--- config.mk ---
export PLATFORM = sky130hd
export DESIGN_NAME = mmio_register_bank
export DESIGN_NICKNAME = d
export VERILOG_FILES = /design/src/rtl/mmio_register_bank.sv
export SDC_FILE = /design/constraint.sdc
export NUM_CORES = 1
export LEC_CHECK = 0
export CAP_MARGIN = 0
export CORE_MARGIN = 3
export CORE_UTILIZATION = 44
export DETAILED_ROUTE_END_ITERATION = 7
export GPL_ROUTABILITY_DRIVEN = 1
export PLACE_DENSITY = 0.81
export REMOVE_ABC_BUFFERS = 1
export SKIP_LAST_GASP = 1
export SYNTH_ARGS = -nofsm -noshare
export SYNTH_HDL_FRONTEND = slang
export SYNTH_SLANG_ARGS = --single-unit
--- constraint.sdc ---
create_clock -name Clk -period 3.1 [get_ports Clk]
set_input_delay 0.62 -clock Clk [delete_from_list [all_inputs] [get_ports Clk]]
set_output_delay 0.62 -clock Clk [all_outputs]
set_load 0.05 [all_outputs]
--- src/rtl/mmio_register_bank.sv ---
// rtl/mmio_register_bank.sv - mirrored MMIO register bank with write toggle, sticky status and auto-increment pointer
// Optional feature macro: MMIO_READ_BUFFER_EN (data-port reads return a one-read-late buffer)
module mmio_register_bank #(
   parameter int                DATA_W     = 8,
   parameter int                ADDR_W     = 16,
   parameter int                NUM_REGS   = 8,
   parameter logic [ADDR_W-1:0] BASE_ADDR  = 16'h2000,
   parameter logic [ADDR_W-1:0] SPAN       = 16'h2000,
   parameter int                STATUS_IDX = 2,
   parameter int                PTR_IDX    = 3,
   parameter int                DATA_IDX   = 4,
   parameter int                TOG_A_IDX  = 5,
   parameter int                TOG_B_IDX  = 6,
   parameter logic [DATA_W-1:0] CLR_MASK   = 8'hE0,
   parameter int                CLR_DELAY  = 6,
   parameter int                STEP_SMALL = 1,
   parameter int                STEP_LARGE = 4
) (
   input  logic                         Clk,
   input  logic                         Reset,
   input  logic [ADDR_W-1:0]            Addr,
   input  logic                         Wr,
   input  logic                         Rd,
   input  logic [DATA_W-1:0]            Wdata,
   output logic [DATA_W-1:0]            Rdata,
   input  logic [DATA_W-1:0]            Status_set,
   input  logic                         Ext_we,
   input  logic [DATA_W-1:0]            Ext_wdata,
   input  logic                         Ptr_clr,
   input  logic                         Ptr_step_large,
   input  logic [DATA_W-1:0]            Mem_rdata,
   output logic [NUM_REGS*DATA_W-1:0]   Reg_q,
   output logic [NUM_REGS-1:0]          Wr_pulse,
   output logic [NUM_REGS-1:0]          Rd_pulse,
   output logic [DATA_W-1:0]            Ptr,
   output logic                         Toggle,
   output logic                         Collision
);

   localparam int IDX_W = $clog2(NUM_REGS);
   localparam int CNT_W = 4;

   // Window bounds carry one extra bit so BASE_ADDR+SPAN cannot overflow
   localparam logic [ADDR_W:0]   WIN_LO = {1'b0, BASE_ADDR};
   localparam logic [ADDR_W:0]   WIN_HI = WIN_LO + {1'b0, SPAN};

   localparam logic [IDX_W-1:0]  STATUS_SEL = IDX_W'(STATUS_IDX);
   localparam logic [IDX_W-1:0]  PTR_SEL    = IDX_W'(PTR_IDX);
   localparam logic [IDX_W-1:0]  DATA_SEL   = IDX_W'(DATA_IDX);
   localparam logic [IDX_W-1:0]  TOG_A_SEL  = IDX_W'(TOG_A_IDX);
   localparam logic [IDX_W-1:0]  TOG_B_SEL  = IDX_W'(TOG_B_IDX);

   localparam logic [DATA_W-1:0]   STEP_S   = DATA_W'(STEP_SMALL);
   localparam logic [DATA_W-1:0]   STEP_L   = DATA_W'(STEP_LARGE);
   localparam logic [CNT_W-1:0]    CLR_LOAD = CNT_W'(CLR_DELAY);
   localparam logic [NUM_REGS-1:0] ONEHOT0  = NUM_REGS'(1);

   logic [DATA_W-1:0] regs_q [NUM_REGS];
   logic [DATA_W-1:0] regs_d [NUM_REGS];
   logic [CNT_W-1:0]  clr_cnt_q, clr_cnt_d;
   logic              toggle_q, toggle_d;
   logic              collision_q, collision_d;

   logic [ADDR_W:0]   addr_ext;
   logic [IDX_W-1:0]  idx;
   logic              hit;
   logic              wr_hit;
   logic              rd_hit;
   logic              status_rd;
   logic              cpu_wr_ptr;
   logic              cpu_wr_data;
   logic              data_port_wr;
   logic              tog_flip;
   logic              clr_fire;
   logic [DATA_W-1:0] clr_bits;
   logic [DATA_W-1:0] ptr_step;
   logic [DATA_W-1:0] data_rd_val;

   // Address decode: the bank repeats every NUM_REGS addresses across the window
   assign addr_ext = {1'b0, Addr};
   assign hit      = (addr_ext >= WIN_LO) && (addr_ext < WIN_HI);
   assign idx      = Addr[IDX_W-1:0];
   assign wr_hit   = Wr & hit;
   assign rd_hit   = Rd & hit;

   assign status_rd    = rd_hit && (idx == STATUS_SEL);
   assign cpu_wr_ptr   = wr_hit && (idx == PTR_SEL);
   assign cpu_wr_data  = wr_hit && (idx == DATA_SEL);
   assign data_port_wr = Ext_we | cpu_wr_data;
   assign tog_flip     = wr_hit && ((idx == TOG_A_SEL) || (idx == TOG_B_SEL));

   // The counter counts down from CLR_DELAY; the clear is applied on the edge
   // that takes it from 1 to 0, which is CLR_DELAY+1 edges after the read cycle.
   assign clr_fire = (clr_cnt_q == CNT_W'(1));
   assign clr_bits = clr_fire ? CLR_MASK : '0;
   assign ptr_step = Ptr_step_large ? STEP_L : STEP_S;

   assign Wr_pulse = wr_hit ? (ONEHOT0 << idx) : '0;
   assign Rd_pulse = rd_hit ? (ONEHOT0 << idx) : '0;

`ifdef MMIO_READ_BUFFER_EN
   logic [DATA_W-1:0] rbuf_q, rbuf_d;

   // Capture memory data on each data-port read so the next read returns it
   always_comb begin
      rbuf_d = rbuf_q;
      if (rd_hit && (idx == DATA_SEL)) begin
         rbuf_d = Mem_rdata;
      end
   end

   // Read buffer register
   always_ff @(posedge Clk or posedge Reset) begin
      if (Reset) begin
         rbuf_q <= '0;
      end else begin
         rbuf_q <= rbuf_d;
      end
   end

   assign data_rd_val = rbuf_q;
`else
   assign data_rd_val = Mem_rdata;
`endif

   // Read mux: zero unless a read hits the window
   always_comb begin
      Rdata = '0;
      if (rd_hit) begin
         if (idx == DATA_SEL) begin
            Rdata = data_rd_val;
         end else begin
            Rdata = regs_q[idx];
         end
      end
   end

   // Next register contents, with status/pointer/data-port overrides applied last
   always_comb begin
      for (int i = 0; i < NUM_REGS; i++) begin
         regs_d[i] = regs_q[i];
         if (wr_hit && (idx == IDX_W'(i))) begin
            regs_d[i] = Wdata;
         end
      end

      // Status is CPU read-only; a set in the clearing cycle wins over the clear
      regs_d[STATUS_IDX] = (regs_q[STATUS_IDX] & ~clr_bits) | Status_set;

      if (Ptr_clr) begin
         regs_d[PTR_IDX] = '0;
      end else if (cpu_wr_ptr) begin
         regs_d[PTR_IDX] = Wdata;
      end else if (data_port_wr) begin
         regs_d[PTR_IDX] = regs_q[PTR_IDX] + ptr_step;
      end else begin
         regs_d[PTR_IDX] = regs_q[PTR_IDX];
      end

      // DMA owns the data port when both sides write in the same cycle
      if (Ext_we) begin
         regs_d[DATA_IDX] = Ext_wdata;
      end else if (cpu_wr_data) begin
         regs_d[DATA_IDX] = Wdata;
      end else begin
         regs_d[DATA_IDX] = regs_q[DATA_IDX];
      end
   end

   // Delayed clear counter: a read while armed does not restart it
   always_comb begin
      clr_cnt_d = clr_cnt_q;
      if (clr_cnt_q != '0) begin
         clr_cnt_d = clr_cnt_q - CNT_W'(1);
      end else if (status_rd) begin
         clr_cnt_d = CLR_LOAD;
      end
   end

   // Toggle and collision next state; a status read beats a flipping write
   always_comb begin
      toggle_d = toggle_q;
      if (status_rd) begin
         toggle_d = 1'b0;
      end else if (tog_flip) begin
         toggle_d = ~toggle_q;
      end
      collision_d = Ext_we & cpu_wr_data;
   end

   // Register bank state
   always_ff @(posedge Clk or posedge Reset) begin
      if (Reset) begin
         for (int i = 0; i < NUM_REGS; i++) begin
            regs_q[i] <= '0;
         end
      end else begin
         for (int i = 0; i < NUM_REGS; i++) begin
            regs_q[i] <= regs_d[i];
         end
      end
   end

   // Control state; reset also aborts any pending status clear
   always_ff @(posedge Clk or posedge Reset) begin
      if (Reset) begin
         clr_cnt_q   <= '0;
         toggle_q    <= 1'b0;
         collision_q <= 1'b0;
      end else begin
         clr_cnt_q   <= clr_cnt_d;
         toggle_q    <= toggle_d;
         collision_q <= collision_d;
      end
   end

   for (genvar g = 0; g < NUM_REGS; g++) begin : g_flat
      assign Reg_q[g*DATA_W +: DATA_W] = regs_q[g];
   end

   assign Ptr       = regs_q[PTR_IDX];
   assign Toggle    = toggle_q;
   assign Collision = collision_q;

endmodule

### After elaboration in Yosys (flattened, before gate mapping)

Index checks and enable logic that the tools add are counted.

* memory bits (read-only): 0
* memory bits (writable): 0
* memories kept: 0
* latch bits: 0
* logic and storage cells: 69
* output and inout bits: 98
* bits of input ports: 55
* bits in registers: 70

* div/mod/pow operators: 0
* equal/unequal tests: 8
* bitwise logic cells: 9
* add/sub/neg operators: 2
* magnitude comparators: 3
* multiply operators: 0
* muxes and demuxes: 18
* shifts and indexed selects: 1
* reduce and logical (&&, ||, !) cells: 17

Operators by type and width (count)
* $mux W8: 12
* $bmux W8 S3: 1
* $ge A16 B14 Y1 const B: 1
* $lt A16 B15 Y1 const B: 1
* $eq A3 B3 Y1 const B: 4
* $logic_and A1 B1 Y1: 10
* $add A8 B3 Y8: 1
* $and A8 B8 Y8: 1
* $mux W4: 2
* $not A8 Y8: 1
* $or A8 B8 Y8: 1
* $shl A1 B3 Y8 const A: 1
* $eq A3 B2 Y1 const B: 2
* $reduce_bool A2 Y1: 3
* $eq A4 B1 Y1 const B: 1
* $ge A4 B4 Y1 const B: 1
* $not A3 Y4: 1
* $reduce_bool A4 Y1: 1
* $sub A4 B1 Y4 const B: 1
* $and A1 B1 Y1: 3
* $eq A3 B1 Y1 const B: 1
* $logic_not A3 Y1: 1
* $mux W3: 1
* $reduce_bool A3 Y1: 1
* other kinds (4): 5

### Longest topological paths before layout

Gate-level depths: netlist (run 1).

* depth in word-level cells: 8
* depth in mapped cells: 7
* gate-level depth less buffers: 7

### Least setup slack after synthesis (run 1)

No wires, ideal clock.

* path type: in2out
* start: in Addr[2]
* end: out Rd_pulse[0]
* cell stages on the path: 4
* arrival: 2696 ps
* required time: 2480 ps
* path slack: -216 ps
* buffers on the path: 3
* path through: buf_4 > clkbuf_1 > clkbuf_1 > nor4_1

* cells in the longest elaborated chain, start to end: 4
* elaborated cells on any way between the ends: 6
* classes of those cells: order compare: 2; shift: 1; mux: 1; bitwise: 1; reduce/logical: 1

Ends and longest elaborated chain
* start, declared: RTL line 21 `input logic [ADDR_W-1:0] Addr,`
* $ge A16 B14 Y1 or $lt A16 B15 Y1 (tied branches): RTL line 81 `assign hit = (addr_ext >= WIN_LO) && (addr_ext < WIN_HI);`
* $logic_and A1 B1 Y1: RTL line 81
* $and A1 B1 Y1: RTL line 84 `assign rd_hit = Rd & hit;`
* $mux W8 *: RTL line 99 `assign Rd_pulse = rd_hit ? (ONEHOT0 << idx) : '0;`
* end, declared: RTL line 34 `output logic [NUM_REGS-1:0] Rd_pulse,`

Every way passes the cells marked *; elsewhere a longest branch is shown, timed or not.

### Final worst setup path (run 1)

* start: in Addr[0]
* end: out Rdata[7]

* cells in the longest elaborated chain, start to end: 6
* elaborated cells on any way between the ends: 11
* classes of those cells: order compare: 2; eq/ne: 1; mux: 5; bitwise: 2; reduce/logical: 1

Ends and longest elaborated chain
* branches (longest 5 deep; another with $ge A16 B14 Y1)
* $mux W8 *: RTL line 129 `if (rd_hit) begin`
* end, declared: RTL line 25 `output logic [DATA_W-1:0] Rdata,`

Mark *: on every way between the ends. The select of a mux whose other input is x is not followed.

==> results of run 1 <==
==> power breakdown <==
part | leakage [nW] | switching [W] | total (W) | internal (W)
Combinational | 1.56 | 0.000638 | 0.00106 | 0.000420
Sequential | 0.884 | 0.000107 | 0.00115 | 0.00104
Clock | 0.105 | 0.000352 | 0.000801 | 0.000449
Total | 2.55 | 0.00110 | 0.00301 | 0.00191
==> per-stage QoR <==
| stage | setup slack (ns) | instance area (um2) | power [W] | hold WS, ns | util, % |
|---|---|---|---|---|---|
| after floorplan | -0.328 | 3620 | 0.00179 | 0.474 | - |
| after global placement | 0.102 | 5590 | 0.00219 | 0.470 | 67.4 |
| after detailed placement | 0.111 | 5590 | 0.00222 | 0.477 | 67.4 |
| after CTS | 0.111 | 5800 | 0.00302 | 0.495 | 69.9 |
| after global routing | 0.0354 | 5810 | 0.00314 | 0.515 | 70.0 |
| final | 0.115 | 5810 | 0.00301 | 0.493 | 70.0 |
==> worst reg2reg max path, delay by kind of cell (launching register included) <==
kind                     cells  cell delay (ns)
AO/OA/AOI/OAI                4             0.98
flip-flops                   1             0.45
adder cells (fa/ha/maj)      1             0.37
==> state kept, by name, summed over array words and instances, names as in the netlist <==
register	count
Reg_q	56
Ptr	8
clr_cnt_q	4
Collision	1
Toggle	1
==> cells in the mapped netlist (all sizes together) <==
| cell type | number | area share (%) |
|---|---|---|
| nand3b | 1 | 0.20 |
| dfrtp | 70 | 46 |
| nand3 | 3 | 0.39 |
| and3 | 3 | 0.49 |
| o32ai | 5 | 2.1 |
| nor2 | 19 | 1.9 |
| a21oi | 7 | 1.2 |
| o22a | 4 | 0.92 |
| nand2b | 7 | 1.2 |
| nand2 | 27 | 2.7 |
| a211oi | 8 | 1.6 |
| and4bb | 1 | 0.33 |
| a21o | 5 | 0.99 |
| a311oi | 2 | 0.46 |
| mux2 | 41 | 12 |
| a2111oi | 2 | 0.46 |
| or3 | 2 | 0.33 |
| nor3 | 13 | 1.7 |
| mux4 | 9 | 5.3 |
| ha | 5 | 1.6 |
| and3b | 1 | 0.23 |
| mux2i | 18 | 4.7 |
| a22oi | 2 | 0.39 |
| o21a | 1 | 0.20 |
| nand4bb | 2 | 0.59 |
| clkbuf | 8 | 0.79 |
| o21ai | 23 | 3.0 |
| a31oi | 1 | 0.16 |
| nor4 | 2 | 0.72 |
| or2 | 5 | 0.82 |
| inv | 11 | 1.1 |
| o221ai | 1 | 0.23 |
| xnor2 | 2 | 0.46 |
| buf | 22 | 4.0 |
| nor2b | 1 | 0.16 |
| or3b | 1 | 0.23 |
==> cell families after synthesis <==
logic type / share of synthesized area (%)
buf+inv: 5.89
flops: 46.1
mux: 22.2
fa+ha+maj: 1.64
compound gates: 11.8
xor+xnor: 0.461
simple gates: 12.0
==> metal layers <==
layer	vias to the layer above	global-route usage, %	wire [um]
met2	171	38.2	5570
met4	0	6.72	186
li1	1499	-	-
met1	1642	30.7	4630
met5	-	0	0
met3	18	5.87	1040
==> worst min-delay path by stage <==
stage | endpoint | depth (start not counted) | slack, ns
2_1_floorplan | clr_cnt_q[3]$_DFFE_PP0P_ | 1 | 0.47
3_3_place_gp | Reg_q[16]$_DFF_PP0_ | 1 | 0.47
3_5_place_dp | Reg_q[16]$_DFF_PP0_ | 1 | 0.48
4_1_cts | Reg_q[16]$_DFF_PP0_ | 1 | 0.50
5_1_grt | Reg_q[18]$_DFF_PP0_ | 1 | 0.52
6_report | Reg_q[16]$_DFF_PP0_ | 1 | 0.49
==> area by class of cell <==
class	count	area (um2)	share of cell area (%)
Inverter	11	41.3	0.711
Clock inverter	6	86.3	1.49
Timing Repair Buffer	165	1840	31.7
Multi-Input combinational cell	224	1830	31.5
Sequential cell	70	1750	30.2
Clock buffer	9	124	2.13
Tap cell	105	131	2.26
==> flow_metrics.tcl, run 1 <==
set metrics [dict create \
    r2r-start "Ptr[2]$_DFFE_PP0P_" \
    cp.required_ns 2.48 \
    cts_tree "built" \
    synth.avg_cell_area_um2 11.4 \
    placed_cells 575 \
    cp_max_fo 10 \
    layout_common_cells "clkdlybuf4s50_1 (117), dfrtp_1 (70), mux2_2 (41)" \
    slew_headroom_pct 56.2 \
    wire_per_inst_um 19.4 \
    ctsLongestPathBuffers 2 \
    fin_crit_sh_pct 96.3 \
    hold_start "Reg_q[16]$_DFF_PP0_" \
    layout-drive-gt1-share_pct 26.4 \
    diodes 0 \
    routed_via_density 5.64 \
    p_per_area_nw_per_um2 518 \
    cts-root-buf "clkbuf_8" \
    finalMaxSlewViolations 0 \
    worstSetupPathDepth 6 \
    cap_violations 0 \
    crit_type "primary input to primary output" \
    leakage_nw 2.55 \
    cts_htree_levels 3 \
    clk_pin_slew_ns 0.07 \
    die_area_um2 9800 \
    slowest_delay_ns 0.57 \
    grt_max_degree 33 \
    final_cells 590 \
    ys_seq_area_share_pct 46.1 \
    setup_viol_count_final 0 \
    antenna_found_initial 0 \
    drc_errors 0 \
    rsz0062_at_grt "no" \
    critPathTopFamily "buffers and inverters" \
    start_util_pct 45.8 \
    worstSetupEndpoint "Rdata[7]" \
    cp_slowest_cell "clkdlybuf4s50_1" \
    hp-class "flop to flop" \
    io_pins 153 \
    dpl.hpwl_um 8640 \
    ff2ff_path_depth 5 \
    startpoint_type "primary input" \
    grt_pass1_wl_um 18100 \
    r2r-end "Ptr[5]$_DFFE_PP0P_" \
    status "completed" \
    cts_buffers 9 \
    yosysWarnings 0 \
    tightest_slew_ns 0.656 \
    post_cts_buffers 0 \
    cts.sinks 70 \
    postCtsHoldBufs 0 \
    grt_pass1_vias 3408 \
    crit_buf_inv 3 \
    clock_latency_ns 0.33 \
    cp-end-kind "primary output" \
    ys_seq_elements 70 \
    max_freq_mhz 335 \
    cp_cell_sequence "clkdlybuf4s50_1 -> buf_4 -> mux4_2 -> nor2_1 -> a211oi_1 -> buf_12" \
    n_fill_cell 623 \
    coreArea_um2 8300 \
    report.final.hold_viol_count 0 \
    via_count 3330 \
    cp-startpoint "Addr[0]" \
    wirelength_um 11400 \
    finalSetupTns_ns 0 \
    final_nets 541 \
    fin_crit_ns 2.99 \
    overflow 0 \
    synthCells 335 \
    regToRegSetupSlack_ns 1.21 \
    area_delta_synth_final_pct 52.7 \
    portBuffers 142 \
    grt_usage_pct 23.3 \
    cp.arrival_ns 2.37 \
    syn_area_um2 3800 \
    drtPass1Iterations 5 \
    die_y_um 99.0 \
    ys_types 41 \
    routabilityCongestion 0.855 \
    ir_drop_mv 0.344 \
    cts_resized 0 \
    rows 33 \
    finalClockSkew_ns 0.00710 \
    ant_nets 0 \
    dieWidth_um 99.0 \
    drtIter0Drc 191 \
    final_common_cell "clkdlybuf4s50_1" \
]
(Power assumes the default switching activity.)
==> run 2: changes to the inputs <==
clock period = 3.2 ns   (was 3.1 ns; I/O delays follow)
==> run 2 against run 1 <==
Compared with the run above:
- register-to-register slack improved by 0.08 ns
- setup slack improved by 0.060 ns
- via count fell by 1.3%
- non-clock buffer count fell by 4
- cell count fell by 0.51%
- die area did not move
- flip-flop and latch count did not move
- power fell by 5.3%
- critical endpoint is now Rdata[4]
- largest cell class is now multi-input gates
- largest power group unchanged
==> flow_metrics.tcl, run 2 (synthesis results as in run 1) <==
set metrics [dict create \
    status "completed" \
    pre_cts_ws_ns 0.224 \
    routed_via_density 5.60 \
    cp.required_ns 2.56 \
    wire_per_inst_um 19.0 \
    rows 33 \
    cts_htree_levels 3 \
    max_freq_mhz 331 \
    ir_drop_mv 0.352 \
    diodes 0 \
    drc_errors 0 \
    post_cts_buffers 0 \
    placed_cells 571 \
    tightest_slew_ns 0.582 \
    cts_resized 0 \
    fin_crit_sh_pct 94.5 \
    cts.sinks 70 \
    cts_tree "built" \
    ctsLongestPathBuffers 2 \
    area_delta_synth_final_pct 51.8 \
    report.final.hold_viol_count 0 \
    antenna_found_initial 0 \
    drtIter0Drc 176 \
    cts-root-buf "clkbuf_8" \
    dieWidth_um 99.0 \
    cap_violations 0 \
    layout_common_cells "clkdlybuf4s50_1 (117), dfrtp_1 (70), mux2_2 (41)" \
    io_pins 153 \
    grt_pass1_vias 3381 \
    dpl.hpwl_um 8420 \
    crit_type "primary input to primary output" \
    overflow 0 \
    finalSetupTns_ns 0 \
    grt_max_degree 46 \
    grt_pass1_wl_um 17800 \
    finalMaxSlewViolations 0 \
    cp-end-kind "primary output" \
    cp.arrival_ns 2.38 \
    rsz0062_at_grt "no" \
    via_count 3288 \
    final_nets 537 \
    startpoint_type "primary input" \
    fin_crit_ns 3.02 \
    clock_latency_ns 0.34 \
    routabilityCongestion 0.820 \
    cp_max_fo 9 \
    wirelength_um 11200 \
    largest_reg_flops 56 \
    setup_viol_count_final 0 \
    finalClockSkew_ns 0.0116 \
    hp-class "flop to flop" \
    final_common_cell "clkdlybuf4s50_1" \
    layout-drive-gt1-share_pct 25.5 \
    ant_nets 0 \
    die_area_um2 9800 \
    final.setup.worst_slack_ns 0.175 \
    slew_headroom_pct 61.2 \
    postCtsHoldBufs 0 \
    portBuffers 142 \
    grt_usage_pct 23.0 \
    leakage_nw 2.52 \
    drtPass1Iterations 4 \
    p_per_area_nw_per_um2 493 \
    final_cells 587 \
    die_y_um 99.0 \
    coreArea_um2 8300 \
    final_util_pct 69.6 \
    clk_pin_slew_ns 0.07 \
    cts_buffers 9 \
    start_util_pct 45.8 \
]
## run 2: cell count changes in the layout (fill, tap and decap cells not counted), sizes merged
| cell | before | now |
|---|---|---|
| buf | 48 | 44 |
| clkinv | 2 | 0 |
| clkinvlp | 1 | 3 |
| bufinv | 2 | 1 |
| clkbuf | 9 | 10 |
| inv | 12 | 13 |
## run 2: power by group
| part | total, W | internal, W | switching [W] |
|---|---|---|---|
| clock network | 0.000720 | 0.000366 | 0.000355 |
| registers | 0.00111 | 0.00101 | 0.000101 |
| logic | 0.00102 | 0.000406 | 0.000612 |
## run 2: critical path: stages
cell             delay [ns]
clkdlybuf4s50_1        0.52
nand2b_1               0.36
o21ai_0                0.14
a211oi_1               0.51
buf_12                 0.21
## run 2: area by class of cell
type	instances	area [um2]
tap	105	131
timing repair buffer	161	1820
inverter	11	41.3
fill	604	2520
sequential	70	1750
clock inverter	6	70.1
multi-input combinational	224	1830
clock buffer	10	128
## run 2: stage by stage
stage / total power (W) / instance area [um2] / hold WS, ns
3_5_place_dp: 0.00214 / 5580 / 0.483
2_1_floorplan: 0.00174 / 3620 / 0.474
6_report: 0.00285 / 5770 / 0.507
4_1_cts: 0.00287 / 5770 / 0.502
5_1_grt: 0.00298 / 5770 / 0.539
3_3_place_gp: 0.00211 / 5580 / 0.473
## run 2: layer usage
layer / track usage [%] / up-vias / part of all wire, %
met4: 6.83 / 0 / 2.2
met1: 31.0 / 1624 / 42
met5: 0 / - / 0
met2: 36.5 / 146 / 47
met3: 6.51 / 19 / 8.6
li1: - / 1499 / -
## run 2: path summary, 6_finish.rpt
kind / from / end / slack, ns / depth (start not counted)
max in group asynchronous: Reset / Reg_q[17]$_DFF_PP0_ / 1.88 / 3
min in group asynchronous: Reset / Reg_q[62]$_DFFE_PP0P_ / 0.68 / 2
worst min register to register: Reg_q[16]$_DFF_PP0_ / Reg_q[16]$_DFF_PP0_ / 0.51 / 1
worst max-delay path: Addr[0] / Rdata[4] / 0.18 / 5
worst min-delay path: Reg_q[16]$_DFF_PP0_ / Reg_q[16]$_DFF_PP0_ / 0.51 / 1
worst max register to register: Ptr[0]$_DFFE_PP0P_ / Ptr[4]$_DFFE_PP0P_ / 1.29 / 6
